**src/rtl/if_fetch_stage.sv**
```systemverilog
// Instruction-fetch stage: owns the PC, fetches over a req/ack handshake from a
// variable-latency instruction memory, and presents one instruction at a time to IF/ID.
module if_fetch_stage #(
   parameter logic [31:0] RESET_PC = 32'h0000_0000,
   parameter logic [31:0] PC_INC   = 32'd4
) (
   input  logic        clk,
   input  logic        rst,
   input  logic        freeze,
   input  logic        branch_taken,
   input  logic [31:0] branch_addr,
   output logic        imem_req,
   output logic [31:0] imem_addr,
   input  logic        imem_ack,
   input  logic [31:0] imem_rdata,
   output logic [31:0] PC,
   output logic [31:0] inst_mem_out,
   output logic        if_valid
);

   typedef enum logic [1:0] {
      FETCH   = 2'd0,
      READY   = 2'd1,
      DISCARD = 2'd2
   } fetchState_t;

   fetchState_t r_state;
   logic [31:0] r_pcReg;
   logic [31:0] r_instBuf;
   logic [31:0] r_pcBuf;
   logic [31:0] r_reqAddr;
   logic [31:0] w_pcNext;

   assign w_pcNext = r_pcReg + PC_INC;

   // A branch always wins; while DISCARD drains the stale fetch, r_reqAddr keeps the
   // memory address stable even though r_pcReg already points at the branch target.
   always_ff @(posedge clk or negedge rst) begin
      if (!rst) begin
         r_state   <= FETCH;
         r_pcReg   <= RESET_PC;
         r_instBuf <= '0;
         r_pcBuf   <= '0;
         r_reqAddr <= '0;
      end else begin
         case (r_state)
            FETCH: begin
               if (branch_taken) begin
                  r_pcReg <= branch_addr;
                  if (!imem_ack) begin
                     r_state   <= DISCARD;
                     r_reqAddr <= r_pcReg;
                  end
               end else if (imem_ack) begin
                  r_instBuf <= imem_rdata;
                  r_pcBuf   <= w_pcNext;
                  r_pcReg   <= w_pcNext;
                  r_state   <= READY;
               end
            end
            READY: begin
               if (branch_taken) begin
                  r_pcReg <= branch_addr;
                  r_state <= FETCH;
               end else if (!freeze) begin
                  r_state <= FETCH;
               end
            end
            DISCARD: begin
               if (branch_taken) begin
                  r_pcReg <= branch_addr;
               end else if (imem_ack) begin
                  r_state <= FETCH;
               end
            end
            default: r_state <= FETCH;
         endcase
      end
   end

   // Invalid cycles present all zeros, which decode treats as a NOP bubble.
   assign imem_req     = rst & (r_state != READY);
   assign imem_addr    = (r_state == DISCARD) ? r_reqAddr : r_pcReg;
   assign if_valid     = (r_state == READY);
   assign PC           = if_valid ? r_pcBuf : '0;
   assign inst_mem_out = if_valid ? r_instBuf : '0;

endmodule

```
**config.mk**
```make
export PLATFORM = sky130hd
export DESIGN_NAME = if_fetch_stage
export DESIGN_NICKNAME = d
export VERILOG_FILES = /design/src/rtl/if_fetch_stage.sv
export SDC_FILE = /design/constraint.sdc
export NUM_CORES = 1
export LEC_CHECK = 0
export BUFFER_PORTS_ARGS = -buffer_cell sky130_fd_sc_hd__buf_2
export CORE_MARGIN = 2
export CORE_UTILIZATION = 30
export CTS_CLUSTER_SIZE = 12
export DETAILED_ROUTE_END_ITERATION = 16
export MAX_ROUTING_LAYER = met4
export PLACE_DENSITY_LB_ADDON = 0.3
export SLEW_MARGIN = 20
export SYNTH_ARGS = -nofsm -noshare
export SYNTH_HDL_FRONTEND = slang
export SYNTH_SLANG_ARGS = --single-unit
```
**constraint.sdc**
```tcl
create_clock -name clk -period 4.1 [get_ports clk]
set_clock_uncertainty 0.1 [all_clocks]
set_input_delay 0.41 -clock clk [delete_from_list [all_inputs] [get_ports clk]]
set_output_delay 0.41 -clock clk [all_outputs]
set_load 0.1 [all_outputs]
```
==> results.txt, run 1 <==
* Number of I/O port buffers: 166
* Mean post-synth cell area: 10.4 um^2
* Ratio of final minimum period to clock period: 74.0%
* Deepest level of the CTS H-tree: 4
- Data on the critical path is required at its endpoint by roughly 3.6 ns.
- Share of final-layout standard cells stronger than drive strength 1: between 30% and 40%
- Setup Buffers After CTS: 0
- The critical path starts at r_state[0].
* Number of fill cells: around 2300
- Based on the critical path, the design can be clocked at up to 330 MHz.
- Clock root buffer master: sky130_fd_sc_hd__clkbuf_16
* Number of global-route vias before repair: a little over 5000
- Post-Place Cell Area: 0.00783 mm^2
* Critical Path Slowest Stage Cell: sky130_fd_sc_hd__ha_2
* Vias per cell: 4.76
- The congestion estimate from routability-driven global placement came to 0.744.
- Measured in cells, the most critical reg-to-reg path has a length of 7.
- 167 I/O pins were placed.
- Post-CTS clock slew at the launch and capture registers of the worst setup and hold paths: about 0.060 ns
- Largest net degree at the start of global routing: 77
- Netlist area before placement: ~0.0069 mm^2
* Final hold viol count: 0
- The startpoint identified for the worst hold timing path is branch_addr[2].
- Row generation in the floorplan step produced 55 rows.
- The tool flagged a number of max-cap violations equal to 0.
* Library cell with the highest instance count after synthesis: sky130_fd_sc_hd__dfrtp_1
* Instance count of the mapped netlist: 664
- In this run, distinct cell masters in the synthesized netlist total 53.
- After detailed routing, the total wire length is 18.0 mm.
* Die footprint: 0.0243 mm^2
- Flop and latch count out of synthesis: 130
- The run finished with clean final reports.
* Slew Viols, Final: 0
- The pre-antenna-repair detailed-routing pass consisted of 4 iterations.
- Final Critical Period: about 3 ns
- The longest clock path from root to sink contains 2 buffers.
* Total half-perimeter wirelength after legalization and detailed placement: 12.4 mm
- Critical Setup Path Class: reg2out
* TNS Setup: 0 ns
- Dividing the detail-routed wire length by the instance count gives 16.5 um.
* Worst Tran Pin Value: ~0.94 ns
* Count of routing violations after the opening detailed-route iteration: roughly 360
- Number of nets at the end of the flow: 870
- Arrival time of the worst setup path: 2.52 ns
- Sequential standard cell area: 0.00325 mm^2
- Worst min-delay path class: in2reg
- The biggest area contributor in the post-synthesis netlist is sky130_fd_sc_hd__dfrtp_1.
- Setup violations remaining at the end of the flow were counted as 0.
- Global-route wire length before repair: ~28 mm
- DRC violation count after routing: 0
- Yosys printed 0 warnings.
- Setup slack at placement: 1.38 ns
* Total GRT Usage: 15.5%
- Synth top area share: a little under half
- The most used flip-flop cell after synthesis is sky130_fd_sc_hd__dfrtp_1.
- The worst register-to-register path begins at r_state[0].
- Max-slew headroom: 37.5%
- Setup repair after global routing left no endpoint under its margin.
- By count the netlist is led by sky130_fd_sc_hd__dfrtp_1 (130), sky130_fd_sc_hd__mux2_2 (99), sky130_fd_sc_hd__nand2_1 (76).
* Number of hold buffers added after CTS: 1
* Clock tree from TritonCTS: done
* Setup slack of the critical path after layout: ~1.1 ns
- After routing the design area is 0.00842 mm^2.
- After global routing the overflow that remains totals 0.
- Cells traversed along the worst timing path: inv_1 -> ha_2 -> mux2_2 -> buf_2
- STA classifies the critical path endpoint as a primary output.
- From left edge to right edge, the die measures 156 um.
* Std-Cell Core Area: roughly 0.023 mm^2
- Final Util: a little under two fifths
* Worst setup SP type: register
- Counting flops with a built-in enable in the synthesized netlist gives 0.
- The detailed router placed 5217 vias in this run.
- The number of nets handed over by synthesis was 738.
* Multi-input logic area: 0.00333 mm^2
* Dominant cells by area after synthesis: sky130_fd_sc_hd__dfrtp_1 (47%), sky130_fd_sc_hd__mux2_2 (16%), sky130_fd_sc_hd__and2_1 (5.9%), sky130_fd_sc_hd__nand2_1 (4.1%), sky130_fd_sc_hd__o21ai_0 (2.8%)
* Number of antenna-violating nets in the routed design: 0
- Initial core utilization: 30.6%
- The endpoint identified for the worst register-to-register timing path is r_pcReg[11].
- TritonCTS sink count: 130
* Highest cell delay on the worst timing path: 0.81 ns
* Reg-to-reg slack, setup: approximately 1.5 ns
- The later pin in the worst-skew pair is clocked with a latency of 0.41 ns.
* Share of flip-flops with an asynchronous set or reset: between 90% and 100%
* Layout area overhead: 21.8%
- Number of antenna violations at the first check in global routing: 0
- Of the synthesized area, sequential elements account for 47.0%.
- Along the worst path, the maximum fanout reaches 35.
- Clock buffer count from CTS: 17
* Endpoint, Worst Hold: r_pcReg[2]
- Y dimension of the die: 156 um
- Worst hold path cell count: 3
- Number of gates given a new drive strength after cts: 0
-- kinds of logic (layout without fill, tap and decap cells) --
kind of cell	after synthesis	after routing	synth area share, %
and+or+nand+nor	221	221	16.9
DFF	130	130	47.0
AOI/OAI and AO/OA	117	117	10.3
muxes	99	99	16.1
buffers and inverters	64	209	5.23
xor gates and xnor gates	28	28	3.54
adders and majority gates	5	5	0.904
other	0	1	0
-- worst max-delay path, delay by kind of cell, from the launching register on --
family	cells	cell delay, ns
buffers and inverters	2	0.55
adder cells (fa/ha/maj)	1	0.81
flip-flops	1	0.43
multiplexers	1	0.30
-- registers in the layout, summed over array words and instances, names as in the netlist --
register,count
r_state,2
r_reqAddr,32
r_instBuf,32
r_pcBuf,32
r_pcReg,32
-- cell usage in the layout (no fill, tap or decap), types with 8 or more instances in the layout --
cell type                     n
sky130_fd_sc_hd__a21oi_1     30
sky130_fd_sc_hd__a2bb2oi_1   13
sky130_fd_sc_hd__and2_1      65
sky130_fd_sc_hd__and3_1       8
sky130_fd_sc_hd__buf_2      165
sky130_fd_sc_hd__clkbuf_16   17
sky130_fd_sc_hd__dfrtp_1    130
sky130_fd_sc_hd__mux2_2      99
sky130_fd_sc_hd__nand2_1     76
sky130_fd_sc_hd__nand3_1     15
sky130_fd_sc_hd__nand4_1      8
sky130_fd_sc_hd__nor2_1      14
sky130_fd_sc_hd__nor3_1      12
sky130_fd_sc_hd__o21ai_0     39
sky130_fd_sc_hd__o22ai_1     16
sky130_fd_sc_hd__xnor2_1     12
sky130_fd_sc_hd__xor2_1      16
-- worst max-delay path by stage --
stage,to,slack (ns),depth (start not counted)
6_report,imem_addr[29],1.07,4
5_1_grt,imem_addr[17],0.90,4
4_1_cts,PC[24],0.94,4
3_5_place_dp,PC[24],1.38,4
3_3_place_gp,PC[31],1.40,4
2_1_floorplan,imem_addr[24],0.41,5
-- per-stage QoR --
stage,cells,hold slack [ns]
floorplan,664,0.0144
global placement,1061,0.355
detailed placement,1061,0.365
CTS,1094,0.102
global route,1094,0.113
finish,1095,0.117
-- cell type report --
| class | instances | area share (%) |
|---|---|---|
| timing repair buffer | 174 | 10.7 |
| clock inverter | 9 | 1.26 |
| sequential | 130 | 38.6 |
| inverter | 3 | 0.134 |
| antenna | 1 | 0.0297 |
| multi-input combinational | 470 | 39.5 |
| tap | 285 | 4.23 |
| clock buffer | 23 | 5.56 |
-- metal layers --
metal,wire length (um),share of wire [%],vias to the layer above,GRT usage (%)
met5,0,0,-,-
met2,8210,45,174,23.9
met4,206,1.1,0,4.50
met1,8590,48,2448,20.6
met3,1030,5.7,11,3.11
li1,-,-,2584,-
Power of run 1 is left out: the tool's default activity adds up to more than one toggle a clock period on the data nets, which glitch-free logic cannot reach.
==> run 2, diff against run 1 <==
clock period = 3 ns   (was 4.1 ns; I/O delays follow)
==> results.txt, run 2 (synthesis gave the netlist of run 1 again) <==
- Number of gates given a new drive strength after cts: 0 (unchanged)
* Final Setup Violations: 0 (unchanged)
- Ratio of final minimum period to clock period: a little over nine tenths
- Global-route wire length before repair: 29.0 mm (was 28.0 mm)
- Share of final-layout standard cells stronger than drive strength 1: 39.4% (was 39.1%)
- Top sig layer: met4 (unchanged)
- The kind of critical path was reg2out (unchanged).
- The violation count after the first detailed-route iteration came to 357 (was 355).
- Cells traversed along the worst timing path: inv_1 -> ha_2 -> buf_4 -> mux2_2 -> buf_2 (was inv_1 -> ha_2 -> mux2_2 -> buf_2)
- Commonest cells after routing, fill and taps aside: sky130_fd_sc_hd__buf_2 (165), sky130_fd_sc_hd__dfrtp_1 (130), sky130_fd_sc_hd__mux2_2 (99) (unchanged).
* Commonest non-fill, non-tap cell in the layout: sky130_fd_sc_hd__buf_2 (unchanged)
- Worst setup SP type: register (unchanged)
* DRC violation count after routing: 0 (unchanged)
- The number of global-route vias before repair is 5179 (was 5060).
- The worst-path maximum fanout is 22 (was 35).
* Worst path top cell family by delay: buffers and inverters (was adder cells)
* Max-slew headroom: 45.0% (was 37.5%)
* Arrival time of the worst setup path: 2.47 ns (was 2.52 ns)
* Clock buffer count from CTS: 17 (unchanged)
- Number of hold buffers added after CTS: 4 (was 1)
- The routed via count came to 5219 (was 5217).
* Worst-Skew Late Latency: 0.41 ns (about the same)
- Worst Tran Pin Value: 0.825 ns (was 0.938 ns)
- Deepest level of the CTS H-tree: 4 (unchanged)
* Number of fill cells: 2288 (was 2268)
- Boundary pin count: 167 (unchanged)
- The number of nets with antenna violations after detailed routing came to 0 (unchanged).
* Status: complete, no violations (unchanged)
* Count of buffer and inverter cells on the critical path: 3 (was 2)
- Routed WL: 18.1 mm (was 18.0 mm)
- Core Rows: 55 (unchanged)
- Number of I/O port buffers: 166 (unchanged)
* Routed len/inst: 16.4 um (was 16.5 um)
- The initial core utilization came to 30.6% (unchanged).
- The via density per instance came to 4.72 (was 4.76).
- The clock tree root buffer cell is sky130_fd_sc_hd__clkbuf_16 (unchanged).
- The post-CTS setup buffer count came to 0 (unchanged).
- Critical Path Slowest Stage Cell: sky130_fd_sc_hd__ha_2 (unchanged)
- Y dimension of the die: 156 um (unchanged)
* Multi-input logic area: 0.00332 mm^2 (was 0.00333 mm^2)
* Buffers from clock root to sink, at most: 2 (unchanged)
* Die footprint: 0.0243 mm^2 (unchanged)
- The initial antenna violation count came to 2 (was 0).
- TritonCTS sink count: 130 (unchanged)
* Die extent in x: 156 um (unchanged)
- Number of violations of the max-capacitance limit: 0 (unchanged)
- Highest cell delay on the worst timing path: 0.44 ns (was 0.81 ns)
- The weighted congestion reported at the end of routability-driven placement came to 0.804 (was 0.744).
- The required arrival time at the worst endpoint was 2.60 ns (was 3.59 ns).
- Layout area overhead: 22.7% (was 21.8%)
- Largest net degree at the start of global routing: 131 (was 77)
- After layout, the minimum clock period comes to 2.87 ns.
- GRT overflow: 0 (unchanged)
* Sequential standard cell area: 0.00325 mm^2 (unchanged)
* Total GRT Usage: 15.8% (was 15.5%)
- The final HPWL from detailed placement was 12.7 mm (was 12.4 mm).
- The detailed-routed wire length on met3 is 1.04 mm (was 1.03 mm).
- RSZ-0062 raised after global routing: false (unchanged)
- Maximum operating frequency: 348 MHz
* Std-Cell Core Area: 0.0226 mm^2 (unchanged)
* Slew Viols, Final: 0 (unchanged)
- TNS Setup: 0 ns (unchanged)
- The clock input transition at the sequential cells of the worst setup and hold paths is 0.06 ns (about the same).
- Kind of end point of the critical path: primary output (unchanged)
- The total routed wire length on the met1 layer came to 8.63 mm (was 8.59 mm).
- Clock tree from TritonCTS: done (unchanged)
* Number of iterations in the first detailed-routing pass: 4 (unchanged)
- Final hold viol count: 0 (unchanged)
* Reg-to-reg slack, setup: 0.67 ns (was 1.54 ns)
- Number of nets at the end of the flow: 881 (was 870)
- The worst hold-check path type was in2reg (unchanged).
* Met2 WL post-DR: 8.25 mm (was 8.21 mm)
[run 2: through the flow]
step / std cells / util [%] / worst slack (ns) / hold slack, ns / cell area, um^2
2_1_floorplan: 664 / - / 0.177 / -0.0956 / 6920
4_1_cts: 1103 / 37.5 / 0.0904 / 0.00141 / 8480
6_report: 1105 / 37.5 / 0.130 / 0.0210 / 8490
5_1_grt: 1105 / 37.5 / 0.0269 / 0.00714 / 8490
3_5_place_dp: 1069 / 35.1 / 0.560 / 0.363 / 7940
3_3_place_gp: 1069 / 35.1 / 0.623 / 0.357 / 7940
[run 2: worst paths after layout]
path	startpoint	end	cells past startpoint
max	r_state[0]	imem_addr[20]	5
min	imem_rdata[23]	r_instBuf[23]	2
max reg2reg	r_state[1]	r_pcReg[25]	5
min reg2reg	r_pcBuf[25]	r_pcBuf[25]	2
max in group asynchronous	rst	r_pcReg[29]	3
min in group asynchronous	rst	r_instBuf[9]	3
[run 2: final cells by class]
class | instances | area share, %
diodes | 2 | 0.0590
clock buffers | 24 | 5.56
clock inverters | 6 | 0.398
inverters | 3 | 0.133
multi-input cells | 470 | 39.1
flip-flops and latches | 130 | 38.3
well taps | 285 | 4.20
repair buffers | 185 | 12.2
[run 2: worst register-to-register path: stages (launching register included)]
cell and delay [ns]:
sky130_fd_sc_hd__dfrtp_1 0.42, sky130_fd_sc_hd__inv_1 0.11, sky130_fd_sc_hd__ha_1 0.38, sky130_fd_sc_hd__or2_1 0.55, sky130_fd_sc_hd__or4_1 0.62, sky130_fd_sc_hd__nand3_1 0.09
[run 2: per-layer routing]
metal,up-vias,global-route usage [%]
met2,175,24.8
li1,2600,-
met5,-,-
met1,2432,20.9
met3,12,3.39
met4,0,4.11
Power of run 2 is left out for the same reason.
